==> src/rtl/ex_stage.sv <==
// ex_stage: execute stage of the 5-stage LoongArch pipeline.
//
// Takes the decode bundle and does four things with it:
//   - computes the ALU result
//   - runs MUL/MULH/MULHU on a multi-cycle multiplier under a small FSM
//   - issues the data-SRAM request for ld.w/st.w
//   - forwards non-load results to decode, and registers the bundle for MEM
// Decode holds the bundle stable while EX_allowin is low, so this stage keeps
// no copy of it apart from the multiplier operand latches.
//
// Ports:
//   clk                  clock
//   rst                  synchronous reset, active-low
//   ID_to_EX_zip[184:0]  {valid, pc, inst, src1, src2, alu_op[11:0], is_load,
//                         mem_we, res_from_mem, gr_we, rkd_value, dest[4:0],
//                         mul, mulh, mulhu}
//   MEM_allowin          memory stage can accept
//   EX_allowin           execute stage can accept
//   front_from_EX_*      forwarding valid / register / value
//   data_sram_*          data SRAM en / byte we / addr / wdata
//   EX_to_MEM_reg[103:0] {valid, pc, inst, result, res_from_mem, gr_we, dest}
//
// Multiplier FSM:
//   state  | meaning
//   S_IDLE | no multiply in flight; a valid mul* latches operands here
//   S_BUSY | counting down; product registered when the counter hits 0
//   S_DONE | product held, stage ready; leaves when MEM accepts

module ex_stage #(
  parameter int MUL_LAT = 3
) (
  input  logic         clk,
  input  logic         rst,
  input  logic [184:0] ID_to_EX_zip,
  input  logic         MEM_allowin,
  output logic         EX_allowin,
  output logic         front_from_EX_valid,
  output logic [4:0]   front_from_EX_addr,
  output logic [31:0]  front_from_EX_data,
  output logic         data_sram_en,
  output logic [3:0]   data_sram_we,
  output logic [31:0]  data_sram_addr,
  output logic [31:0]  data_sram_wdata,
  output logic [103:0] EX_to_MEM_reg
);

  typedef enum logic [1:0] {S_IDLE, S_BUSY, S_DONE} state_t;

  localparam logic [2:0] CNT_INIT = 3'(MUL_LAT - 2);

  logic        w_valid;
  logic [31:0] w_pc;
  logic [31:0] w_inst;
  logic [31:0] w_src1;
  logic [31:0] w_src2;
  logic [11:0] w_alu_op;
  logic        w_is_load;
  logic        w_mem_we;
  logic        w_res_from_mem;
  logic        w_gr_we;
  logic [31:0] w_rkd_value;
  logic [4:0]  w_dest;
  logic        w_mul;
  logic        w_mulh;
  logic        w_mulhu;

  assign {w_valid, w_pc, w_inst, w_src1, w_src2, w_alu_op, w_is_load, w_mem_we,
          w_res_from_mem, w_gr_we, w_rkd_value, w_dest, w_mul, w_mulh,
          w_mulhu} = ID_to_EX_zip;

  state_t      r_state;
  logic [2:0]  r_cnt;
  logic [32:0] r_op_a;
  logic [32:0] r_op_b;
  logic [63:0] r_prod;

  logic        w_is_mul;
  logic        w_readygo;
  logic        w_sext;
  logic [63:0] w_prod;
  logic [31:0] w_mul_result;
  logic [31:0] w_add;
  logic [31:0] w_sub;
  logic        w_slt;
  logic        w_sltu;
  logic [31:0] w_sll;
  logic [31:0] w_srl;
  logic [31:0] w_sra;
  logic [31:0] w_alu_result;
  logic [31:0] w_result;

  assign w_is_mul  = w_mul | w_mulh | w_mulhu;
  assign w_readygo = ~w_is_mul | (r_state == S_DONE);
  assign EX_allowin = ~w_valid | (w_readygo & MEM_allowin);

  // ALU
  assign w_add  = w_src1 + w_src2;
  assign w_sub  = w_src1 - w_src2;
  assign w_slt  = $signed(w_src1) < $signed(w_src2);
  assign w_sltu = w_src1 < w_src2;
  assign w_sll  = w_src1 << w_src2[4:0];
  assign w_srl  = w_src1 >> w_src2[4:0];
  // kept as its own signed expression so the shift stays arithmetic
  assign w_sra  = $signed(w_src1) >>> w_src2[4:0];

  assign w_alu_result = ({32{w_alu_op[0]}}  & w_add)
                      | ({32{w_alu_op[1]}}  & w_sub)
                      | ({32{w_alu_op[2]}}  & {31'd0, w_slt})
                      | ({32{w_alu_op[3]}}  & {31'd0, w_sltu})
                      | ({32{w_alu_op[4]}}  & (w_src1 & w_src2))
                      | ({32{w_alu_op[5]}}  & ~(w_src1 | w_src2))
                      | ({32{w_alu_op[6]}}  & (w_src1 | w_src2))
                      | ({32{w_alu_op[7]}}  & (w_src1 ^ w_src2))
                      | ({32{w_alu_op[8]}}  & w_sll)
                      | ({32{w_alu_op[9]}}  & w_srl)
                      | ({32{w_alu_op[10]}} & w_sra)
                      | ({32{w_alu_op[11]}} & w_src2);

  // Multiplier. Operands are 33-bit so one signed multiply covers both
  // signed and unsigned forms; only the low 64 product bits are ever selected.
  assign w_sext = ~w_mulhu;
  assign w_prod = {{31{r_op_a[32]}}, r_op_a} * {{31{r_op_b[32]}}, r_op_b};
  assign w_mul_result = w_mul ? r_prod[31:0] : r_prod[63:32];

  assign w_result = w_is_mul ? w_mul_result : w_alu_result;

  // Memory request
  assign data_sram_en    = w_valid & (w_is_load | w_mem_we) & MEM_allowin;
  assign data_sram_we    = {4{w_mem_we & w_valid & MEM_allowin}};
  assign data_sram_addr  = w_alu_result;
  assign data_sram_wdata = w_rkd_value;

  // Forwarding; readygo keeps an unfinished multiply from being forwarded
  assign front_from_EX_valid = w_valid & w_gr_we & ~w_res_from_mem & w_readygo
                               & (w_dest != 5'd0);
  assign front_from_EX_addr  = w_dest;
  assign front_from_EX_data  = w_result;

  always_ff @(posedge clk) begin
    if (!rst) begin
      r_state       <= S_IDLE;
      r_cnt         <= '0;
      r_op_a        <= '0;
      r_op_b        <= '0;
      r_prod        <= '0;
      EX_to_MEM_reg <= '0;
    end else begin
      unique case (r_state)
        S_IDLE: begin
          if (w_valid && w_is_mul) begin
            r_op_a  <= {w_sext & w_src1[31], w_src1};
            r_op_b  <= {w_sext & w_src2[31], w_src2};
            r_cnt   <= CNT_INIT;
            r_state <= S_BUSY;
          end
        end
        S_BUSY: begin
          if (r_cnt == 3'd0) begin
            r_prod  <= w_prod;
            r_state <= S_DONE;
          end else begin
            r_cnt <= r_cnt - 3'd1;
          end
        end
        S_DONE: begin
          if (MEM_allowin) begin
            r_state <= S_IDLE;
          end
        end
        default: r_state <= S_IDLE;
      endcase

      // a stalled multiply hands MEM a zero bundle rather than a duplicate
      if (MEM_allowin) begin
        if (w_readygo) begin
          EX_to_MEM_reg <= {w_valid, w_pc, w_inst, w_result, w_res_from_mem,
                            w_gr_we, w_dest};
        end else begin
          EX_to_MEM_reg <= '0;
        end
      end
    end
  end

endmodule

==> config.mk <==
export PLATFORM = sky130hd
export DESIGN_NAME = ex_stage
export DESIGN_NICKNAME = d
export VERILOG_FILES = /design/src/rtl/ex_stage.sv
export SDC_FILE = /design/constraint.sdc
export NUM_CORES = 2
export LEC_CHECK = 0
export CAP_MARGIN = 20
export CORE_MARGIN = 1
export CORE_UTILIZATION = 34
export DETAILED_ROUTE_END_ITERATION = 16
export DONT_BUFFER_PORTS = 1
export GPL_TIMING_DRIVEN = 0
export PLACE_DENSITY = 0.55
export SETUP_SLACK_MARGIN = 0.15
export SYNTH_ARGS = -nofsm -noshare
export SYNTH_HDL_FRONTEND = slang
export SYNTH_SLANG_ARGS = --single-unit
==> constraint.sdc <==
create_clock -name clk -period 10.9 [get_ports clk]
set_input_delay 2.18 -clock clk [delete_from_list [all_inputs] [get_ports clk]]
set_output_delay 2.18 -clock clk [all_outputs]
set_load 0.01 [all_outputs]
==> summary.md <==
| Metric | Value |
|---|---|
| Commonest cells after routing, fill and taps aside | inv_1, fa_1, nand2_1 |
| # resized after CTS | 0 |
| P&R area growth vs syn | 6.854% |
| Worst VDD drop | 0.00009006 V |
| Yosys cell types | 89 |
| Top FF cell, synth | dfxtp_1 |
| Period utilisation layout | 0.9738 |
| Ys async rst share | 0 |
| Worst Hold Path Cells | 2 |
| Post-route ant nets | 0 |
| Worst-Margin Slew | 1268 ps |
| Routed WL | 277,400 um |
| Initial Util | 0.3419 |
| Max Cap Viol | 0 |
| Worst skew pair latency | 570 ps |
| Vias per cell | 5.658 |
| DP Area | 0.05917 mm^2 |
| Max reg flops | 104 |
| Final nets | 8,111 |
| Most common cell after layout, fill and taps aside | inv_1 |
| Synth warn | 0 |
| Ports | 400 |
| Layout cell share with drive strength beyond 1 | 0.03706 |
| CTS tree | yes |
| Critical path class | primary input to output pin |
| Dpl cells | 8,639 |
| Clock skew | 14.07 ps |
| Number of synthesized flops with an enable pin | 0 |
| Placeable Area | 0.1648 mm^2 |
| Slew margin rel. | 0.1549 |
| CP endpoint kind | output pin |
| Number of core rows | 149 |
| Initial antenna violation count | 36 |
| Worst EP required | 8720 ps |
| Max-slew violation total from the final report | 0 |
| Core Util, Final | 0.3654 |
| CTS Buf Count | 26 |
| Unrepaired setup endpoints after global routing | no |
| Die X | 409.1 um |
| Global route total overflow | 0 |
| Setup ws final | 285.8 ps |
| F_max | 94.21 MHz |
| Iter 0 DRT Violations | 6,080 |
| P_leak | 28.17 nW |
| Overall global routing resource usage | 0.3288 |
| Critical Path AT | 8430 ps |
| Largest net degree at the start of global routing | 25 |
| CTS Sinks | 239 |
| Crit-path max FO | 11 |
| Syn avg cell area | 8.745 um^2 |
| Clock Path Buffers | 3 |
| Vias in the first global route | 49,640 |
| Fin area | 0.06022 mm^2 |
| Die footprint | 0.1674 mm^2 |
| Seq cells post-synth | 239 |
| Final setup fails | 0 |
| Hold buffers post-CTS | 0 |
| Number of remaining DRC errors | 0 |
| Worst R2R Path Depth | 26 |
| CTS Root Cell | clkbuf_16 |
| Non-filler instance count after layout | 8,712 |
| Placer Congestion | 1.056 |
| I/O Buffers | 0 |
| Post-layout minimum cycle time | 10,610 ps |
| Clk pin slew, worst setup/hold paths | 70 ps |
| Setup repair bufs after CTS | 0 |
| Pre-Repair DR Iteration Count | 6 |
| Wirelength per Cell | 31.85 um |
| Synthesized Nets | 8,070 |
| H-tree levels | 1 |
| Status | completed |
| PD cells | 81.68 mW/mm^2 |
| Syn Inst Count | 6,444 |
| Dpl ws | 675.0 ps |
| Routed vias | 49,300 |
| HP Class | register to register |
| Detailed Place HPWL | 231,400 um |
| Final hold vios | 0 |
| Mapped Area | 0.05635 mm^2 |
| Die height | 409.1 um |
| PnR Total Power | 4.918 mW |
| Sum of negative setup slack | 0 ps |
| CP startpoint kind | primary input |
| First-pass GRT wire length | 386,500 um |
| Post-synthesis sequential area ratio | 0.08490 |
| Min Hold Slack | 459.6 ps |
cell type report:
| type | count | area (um^2) |
|---|---|---|
| Fill cell | 17280 | 104600 |
| Multi-Input combinational cell | 4564 | 45210 |
| Sequential cell | 239 | 4785 |
| Inverter | 1190 | 4467 |
| Tap cell | 2189 | 2739 |
| Buffer | 451 | 1916 |
| Clock buffer | 34 | 740.7 |
| Timing Repair Buffer | 13 | 166.4 |
| Clock inverter | 12 | 146.4 |
| Antenna cell | 20 | 50.05 |
routing by layer:
metal,global-route usage,share of wire,vias up
met5,0,0.00020,-
met4,0.1677,0.062,8
met3,0.07543,0.11,622
met2,0.4886,0.43,2954
met1,0.4460,0.40,25530
li1,-,-,20180
Yosys cell counts, types with 7 or more instances:
cell type / count / area share
a211o_1: 11 / 0.0017
a211oi_1: 38 / 0.0051
a21o_1: 69 / 0.0092
a21oi_1: 278 / 0.025
a221o_1: 16 / 0.0028
a221oi_1: 19 / 0.0030
a222oi_1: 26 / 0.0046
a22o_1: 24 / 0.0037
a22oi_1: 86 / 0.011
a31oi_1: 28 / 0.0031
and2_1: 547 / 0.061
and3_1: 20 / 0.0022
buf_1: 16 / 0.0011
buf_2: 13 / 0.0012
buf_4: 47 / 0.0063
clkbuf_1: 371 / 0.025
dfxtp_1: 239 / 0.085
fa_1: 1127 / 0.40
ha_1: 311 / 0.069
inv_1: 1184 / 0.079
mux2_2: 15 / 0.0030
mux2i_1: 85 / 0.015
mux4_2: 68 / 0.027
nand2_1: 873 / 0.058
nand2b_1: 32 / 0.0036
nand3_1: 62 / 0.0055
nand4_1: 18 / 0.0020
nor2_1: 277 / 0.018
nor2b_1: 43 / 0.0048
nor3_1: 42 / 0.0037
o2111ai_1: 11 / 0.0017
o211ai_1: 24 / 0.0032
o21a_1: 14 / 0.0019
o21ai_0: 113 / 0.010
o21ai_1: 16 / 0.0014
o21bai_1: 25 / 0.0033
o221ai_1: 11 / 0.0017
o22ai_1: 13 / 0.0014
o31ai_1: 17 / 0.0023
or2_2: 11 / 0.0012
or3_1: 16 / 0.0018
or4_1: 7 / 0.00093
xnor2_1: 49 / 0.0076
xor2_1: 23 / 0.0036
logic make-up after synthesis:
family | Yosys count | synth area share
buffers and inverters | 1641 | 0.1133
xor gates and xnor gates | 72 | 0.01119
and+or+nand+nor | 1975 | 0.1671
DFF | 239 | 0.08490
adders and majority gates | 1438 | 0.4694
muxes | 168 | 0.04527
AOI/OAI and AO/OA | 911 | 0.1089
critical path: stages:
cell and delay [ps]:
clkbuf_1 270, inv_1 260, buf_2 360, buf_2 390, buf_1 510, buf_2 450
ha_1 410, nand2b_1 120, o311a_1 310, o32ai_2 190, o311a_2 530, o31ai_2 620
a211oi_4 210, o21bai_1 620, o221ai_1 570, a21o_1 400
path summary, 6_finish.rpt:
| path | from | end | slack [ps] |
|---|---|---|---|
| worst max-delay path | ID_to_EX_zip[59] | front_from_EX_data[0] | 290 |
| worst min-delay path | r_prod[45]$_SDFFE_PN0P_ | r_prod[45]$_SDFFE_PN0P_ | 460 |
| worst max register to register | r_op_b[24]$_SDFFE_PN0P_ | r_prod[61]$_SDFFE_PN0P_ | 840 |
| worst min register to register | r_prod[45]$_SDFFE_PN0P_ | r_prod[45]$_SDFFE_PN0P_ | 460 |
where the power goes:
part | internal [mW] | switching (mW)
logic | 0.914 | 2.04
registers | 0.923 | 0.102
clock network | 0.529 | 0.406
total | 2.37 | 2.55
Note: power is estimated with default switching activity, not from simulation.
